[src/rtl/keccak_pkg.sv]
// Shared constants, state encoding and the rc(t) LFSR helpers for the Keccak round controller.
package keccak_pkg;

  localparam int unsigned KECCAK_ROUNDS = 24;
  localparam int unsigned ROUND_W       = 5;
  localparam int unsigned LANE_W        = 64;
  // x^8+x^6+x^5+x^4+1 without the x^8 term, as the feedback mask of a left shift
  localparam logic [7:0]  LFSR_POLY     = 8'h71;

  typedef enum logic [0:0] {
    ST_IDLE,
    ST_RUN
  } ctrl_state_e;

  function automatic logic [7:0] lfsr_step(input logic [7:0] r);
    return {r[6:0], 1'b0} ^ (r[7] ? LFSR_POLY : 8'h00);
  endfunction

  function automatic logic [7:0] lfsr_step7(input logic [7:0] r);
    logic [7:0] s;
    s = r;
    for (int unsigned k = 0; k < 7; k++) s = lfsr_step(s);
    return s;
  endfunction

  function automatic logic [7:0] lfsr_seed(input int unsigned first_round);
    logic [7:0] s;
    s = 8'h01;
    for (int unsigned k = 0; k < first_round; k++) s = lfsr_step7(s);
    return s;
  endfunction

  // Bit 2^j-1 of the lane carries rc(7i+j); R[0] is rc(7i), later bits come from unrolled steps.
  function automatic logic [LANE_W-1:0] rc_expand(input logic [7:0] r);
    logic [7:0]        s;
    logic [LANE_W-1:0] c;
    s = r;
    c = '0;
    for (int unsigned j = 0; j < 7; j++) begin
      c = c | (LANE_W'(s[0]) << ((32'd1 << j) - 32'd1));
      s = lfsr_step(s);
    end
    return c;
  endfunction

endpackage

[src/rtl/keccak_rc_lfsr.sv]
// 8-bit rc(t) LFSR: seed load, 7-step advance per round, expanded 64-bit iota constant.
module keccak_rc_lfsr
  import keccak_pkg::*;
#(
  parameter logic [7:0] SEED = 8'h01
) (
  input  logic              clk,
  input  logic              rst,
  input  logic              i_load,
  input  logic              i_advance,
  output logic [LANE_W-1:0] o_rc
);

  logic [7:0] r_lfsr;

  always_ff @(posedge clk or posedge rst) begin
    if (rst)            r_lfsr <= SEED;
    else if (i_load)    r_lfsr <= SEED;
    else if (i_advance) r_lfsr <= lfsr_step7(r_lfsr);
  end

  assign o_rc = rc_expand(r_lfsr);

endmodule

[src/rtl/keccak_round_ctrl.sv]
// Round sequencer for an iterated Keccak-f[1600] datapath: round index, iota constant,
// back-pressure via stall, and a one-cycle done pulse after the final round is consumed.
module keccak_round_ctrl
  import keccak_pkg::*;
#(
  parameter int unsigned NUM_ROUNDS = 24
) (
  input  logic               clk,
  input  logic               rst,
  input  logic               start,
  output logic               ready,
  input  logic               stall,
  output logic               round_valid,
  output logic [ROUND_W-1:0] round_idx,
  output logic [LANE_W-1:0]  rc,
  output logic               last_round,
  output logic               done
);

  localparam int unsigned        FIRST_ROUND = KECCAK_ROUNDS - NUM_ROUNDS;
  localparam logic [7:0]         LFSR_SEED   = lfsr_seed(FIRST_ROUND);
  localparam logic [ROUND_W-1:0] FIRST_IDX   = ROUND_W'(FIRST_ROUND);
  localparam logic [ROUND_W-1:0] LAST_IDX    = ROUND_W'(KECCAK_ROUNDS - 1);

  ctrl_state_e        r_state, w_state_nxt;
  logic [ROUND_W-1:0] r_round;
  logic               r_done;
  logic               w_accept;
  logic               w_advance;
  logic               w_last;
  logic [LANE_W-1:0]  w_rc;

  always_ff @(posedge clk or posedge rst) begin
    if (rst) r_state <= ST_IDLE;
    else     r_state <= w_state_nxt;
  end

  always_comb begin
    w_state_nxt = r_state;
    ready       = 1'b0;
    round_valid = 1'b0;
    w_accept    = 1'b0;
    w_advance   = 1'b0;
    case (r_state)
      ST_IDLE: begin
        ready = 1'b1;
        if (start) begin
          w_accept    = 1'b1;
          w_state_nxt = ST_RUN;
        end
      end
      ST_RUN: begin
        round_valid = 1'b1;
        if (!stall) begin
          w_advance = 1'b1;
          if (r_round == LAST_IDX) w_state_nxt = ST_IDLE;
        end
      end
      default: w_state_nxt = ST_IDLE;
    endcase
  end

  assign w_last = round_valid && (r_round == LAST_IDX);

  // Index returns to 0 after the final round so it never steps past 23.
  always_ff @(posedge clk or posedge rst) begin
    if (rst) begin
      r_round <= '0;
      r_done  <= 1'b0;
    end else begin
      r_done <= w_advance && w_last;
      if (w_accept)       r_round <= FIRST_IDX;
      else if (w_advance) r_round <= w_last ? '0 : r_round + 5'd1;
    end
  end

  keccak_rc_lfsr #(
    .SEED(LFSR_SEED)
  ) u_rc_lfsr (
    .clk       (clk),
    .rst       (rst),
    .i_load    (w_accept),
    .i_advance (w_advance),
    .o_rc      (w_rc)
  );

  assign round_idx  = r_round;
  assign rc         = round_valid ? w_rc : '0;
  assign last_round = w_last;
  assign done       = r_done;

endmodule

[config.mk]
export PLATFORM = sky130hd
export DESIGN_NAME = keccak_round_ctrl
export DESIGN_NICKNAME = d
export VERILOG_FILES = /design/src/rtl/keccak_pkg.sv /design/src/rtl/keccak_rc_lfsr.sv /design/src/rtl/keccak_round_ctrl.sv
export SDC_FILE = /design/constraint.sdc
export NUM_CORES = 1
export LEC_CHECK = 0
export ABC_CLOCK_PERIOD_IN_PS = 3350
export CORE_ASPECT_RATIO = 1.4
export CORE_UTILIZATION = 35
export DETAILED_ROUTE_END_ITERATION = 8
export HOLD_SLACK_MARGIN = 0.1
export PLACE_DENSITY = 0.77
export SLEW_MARGIN = 20
export SYNTH_ARGS = -nofsm -noshare
export SYNTH_HDL_FRONTEND = slang
export SYNTH_SLANG_ARGS = --single-unit
[constraint.sdc]
create_clock -name clk -period 3.35 [get_ports clk]
set_clock_uncertainty 0.15 [all_clocks]
set_input_delay 1.005 -clock clk [delete_from_list [all_inputs] [get_ports clk]]
set_output_delay 1.005 -clock clk [all_outputs]
set_load 0.05 [all_outputs]
; ---- After elaboration in Yosys (flattened, before gate mapping)
; Index checks and enable logic that the tools add are counted.
; Widths: inputs -> output; s select.
[totals]
regBits = 15
input_bits = 4
out_inout_bits = 73
wordCells = 45
[op_classes]
n_addsub = 1
eq_ne = 1
muxes = 22
bitwise = 14
reduce_logical = 3
[ops]
columns = cell, count
row1 = $mux 64, 1
row2 = $or 64x16->64, 1
row3 = $or 64x32->64, 1
row4 = $or 64x4->64, 1
row5 = $or 64x64->64, 1
row6 = $or 64x8->64, 1
row7 = $mux 7, 7
row8 = $xor 8x8->8, 5
row9 = $mux 8, 2
row10 = $xor 8x7->8, 2
row11 = $mux 5, 3
row12 = $mux 1, 8
row13 = $add 5x1->5 const B, 1
row14 = $eq 5x5->1 const B, 1
row15 = $logic_and 1x1->1, 2
row16 = $or 1x2->2, 1
row17 = $pmux 1 s2, 1
row18 = $reduce_bool 2->1, 1
row19 = $not 1->1, 1

; ---- Logic depth before layout (Yosys ltp)
[depth]
ltp_word = 16
depth_mapped = 5
mapped_depth_nobuf = 4

; ---- Hierarchy
; Synthesis repeated with hierarchy kept, for this count alone.
[unflattened]
hier_cells = 216
area_unflattened_um2 = 1789.2
[by_module_without_submodules]
columns = module, n_inst, cells_per_inst, area_each_um2, seq_area_each_um2
row1 = keccak_rc_lfsr, 1, 109, 970.9, 201.4
row2 = keccak_round_ctrl, 1, 107, 818.3, 175.2

; ---- Worst setup path before layout
; No wires, ideal clock.
[synth_timing]
path_kind = register to output
from = reg r_round[0], in the netlist round_idx[0]
to = out last_round
arrival_time_ps = 1819
t_required_ps = 2195
setup_slack_ps = 376
stages_incl_launch_ff = 4
path_buffers = 0
path_cell_list = dfrtp_1 ha_1 nand4b_1 nor2_1
[synth_between]
elab_chain_cells = 2
[synth_rtl]
columns = item, line_no
row1 = from (decl), keccak_round_ctrl.sv:26  ; logic [ROUND_W-1:0] r_round;
row2 = from (signal assigned), keccak_round_ctrl.sv:73  ; else if (w_advance) r_round <= w_last ? '0 : r_round + 5'd1;
row3 = $eq 5x5->1, keccak_round_ctrl.sv:63  ; assign w_last = round_valid && (r_round == LAST_IDX);
row4 = $logic_and 1x1->1, keccak_round_ctrl.sv:63
row5 = to (decl), keccak_round_ctrl.sv:16  ; output logic last_round,
; No other way between the ends.

; ---- Worst setup path in the final report
; Same ends and word-level chain as after synthesis.

==> metrics.txt <==
status=finished, final reports clean; TritonCTS clock tree=done; core area=approximately 3400 um2; largest net degree at the start of global routing=16; Setup WS pre-CTS=0.389 ns; critical path arrival=between 2 and 2.5 ns; initial antenna violation count=0; ratio of final minimum period to clock period=a little over nine tenths; worst-margin pin slew=approximately 0.73 ns; Starting Density=between 30% and 40%; nets=around 170; # fillers=roughly 360; Total GRT Usage=about 11%; post_cts resized=0; mean post-synth cell area=between 8 and 9 um2; # Post-CTS Setup Buffers=0; Die Y=roughly 72 um; Slew headroom=roughly 51%; Post-Syn Area=1240 um2; RSZ-0062 raised after global routing=no; Clk Latency, worst-skew pair=about 0.25 ns; R2R setup slack=~1.8 ns; Crit Path Max Fanout=5; max_cap viols=0; WP data required=between 2 and 2.5 ns; Area contributors post-synth=buf_4 (35%), dfrtp_1 (28%), xnor2_1 (7.1%), o21ai_0 (4.4%), xor2_1 (4.2%); crit path buf inv count=1; post-synth top area share=around a third; Worst Setup Path Type=reg2out; DRC errors left=0; Post-Route WL=roughly 1.9 mm; port buffer count=19; final setup vio count=0; Yosys reg bits=15; post-detailed-route wirelength per cell=around 9.3 um; Final Max Slew Viols=0; met3 track utilization from global routing=under 10%; share of layout cells above drive strength 1=roughly 3.6%; Mapped Cells=146; post-DP HPWL=1.53 mm; DIE AREA=roughly 3800 um2; met1 GRT Util=approximately an eighth; Num CTS Buffers=3; setup ws final=approximately 0.13 ns; HP Class=reg2reg; die width=between 50 and 60 um; CP Launch Point=round_idx[0]; crit path capture type=primary output; startpoint types=flip-flop; CTS root buf=clkbuf_8; Worst Hold End=u_rc_lfsr.r_lfsr[0]; EDFF count, synth=0; biggest area consumer among synthesized cells=buf_4; Worst-path clk slew=0.06 ns; RePlAce Congestion=a little over 0.8; Worst Hold Launch=u_rc_lfsr.r_lfsr[0]; worst reg2reg path startpoint=r_state; Worst path slowest cell=clkdlybuf4s50_1; worst-path cell chain=ha_1 -> nand4b_1 -> nor2_1 -> clkdlybuf4s50_1; Main synth FF type=dfrtp_1; hold_ws=roughly 0.36 ns; post-synthesis async set-or-reset flop share=100%; hold path depth=2; maximum clock path buffer count=2; number of diodes=0; synth warn=0; num rows=25; synth cell count leaders=buf_4 (57), dfrtp_1 (14), nor2_1 (11), o21ai_0 (11); Yosys cell types=26; first-pass GRT wire length=around 3.1 mm; GRT busiest layer=met2; vias per cell=a little under 4; CP top delay family=buffers and inverters; Setup TNS=0 ns; Post-DRT Antenna Nets=0; vias=between 800 and 900; met2 Usage GRT=about a fifth; clock sinks=15; Peak Freq=between 300 and 400 MHz; Synth-to-Final Area Change=4.84%; cts hold-fix bufs=0; grt ovf=0; H-tree Lvls=1; IO Pins=77; post-synthesis sequential area ratio=30.4%; final hold vios=0; Initial DRC Count=8; drt pass-1 iters=4; slowest stage delay, CP=between 0.8 and 0.9 ns; vias in the first global route=between 600 and 700; r2r endpoint=round_idx[4]; min Tclk post-route=approximately 3.2 ns; Register-to-Register Path Depth=3; most common cell in the synthesized netlist=buf_4
-- cell type report --
cell class,count,area [um2],area share (%)
Clock buffer,4,45.0,3.46
Timing Repair Buffer,19,190,14.6
Multi-Input combinational cell,122,616,47.4
Tap cell,40,50.0,3.85
Inverter,6,22.5,1.73
Sequential cell,15,377,29.0
-- sequential cells by signal (all words and copies together), names as in the netlist --
register,cells
round_idx,5
r_state,1
done,1
u_rc_lfsr.r_lfsr,8
-- worst max path at each step --
stage	slack (ns)	cells after the start	end
after floorplan	0.38	3	last_round
after global placement	0.39	4	last_round
after detailed placement	0.39	4	last_round
after CTS	0.11	4	last_round
after global routing	0.02	4	last_round
final	0.13	4	last_round
-- cell usage in the layout (no fill, tap or decap), drive strengths merged --
master | synthesis | final
nand4b | 1 | 1
a21oi | 4 | 4
xnor2 | 10 | 10
dfrtp | 14 | 14
nand4 | 1 | 1
a32o | 1 | 1
inv | 6 | 6
and2 | 1 | 1
dfstp | 1 | 1
or2b | 1 | 1
conb | 1 | 57
nor2b | 1 | 1
nor2 | 11 | 11
nand2 | 10 | 10
o2111ai | 1 | 1
o21ai | 11 | 11
a31oi | 1 | 1
xor2 | 7 | 7
clkbuf | 2 | 4
nand3 | 1 | 1
o22ai | 1 | 1
clkdlybuf4s50 | 0 | 19
a22oi | 1 | 1
ha | 1 | 1
-- per-stage QoR --
stage / std cells / cell area, um2 / util, %
4_1_cts: 206 / 1300 / 38.5
2_1_floorplan: 202 / 1450 / -
5_1_grt: 206 / 1300 / 38.5
3_3_place_gp: 202 / 1250 / 37.1
3_5_place_dp: 202 / 1250 / 37.1
6_report: 206 / 1300 / 38.5
-- layer usage --
| metal | vias to the layer above | part of all wire [%] |
|---|---|---|
| met5 | - | 0 |
| met4 | 0 | 2.4 |
| met3 | 5 | 8.1 |
| met2 | 58 | 51 |
| met1 | 354 | 39 |
| li1 | 392 | - |
-- cells by family after synthesis --
group / share of synthesized area (%)
AOI/OAI and AO/OA: 9.18
xor gates and xnor gates: 12.6
other: 0.302
and+or+nand+nor: 9.59
buffers and inverters: 36.9
adders and majority gates: 1.01
DFF: 30.4
-- worst min-delay path, delay by kind of cell (launching register included) --
kind | cells | cell delay [ns]
DFF | 1 | 0.37
AOI/OAI and AO/OA | 1 | 0.08
buffers and inverters | 1 | 0.06
Power is left out: the tool's default activity adds up to more than one toggle a clock period on the data nets, which glitch-free logic cannot reach.
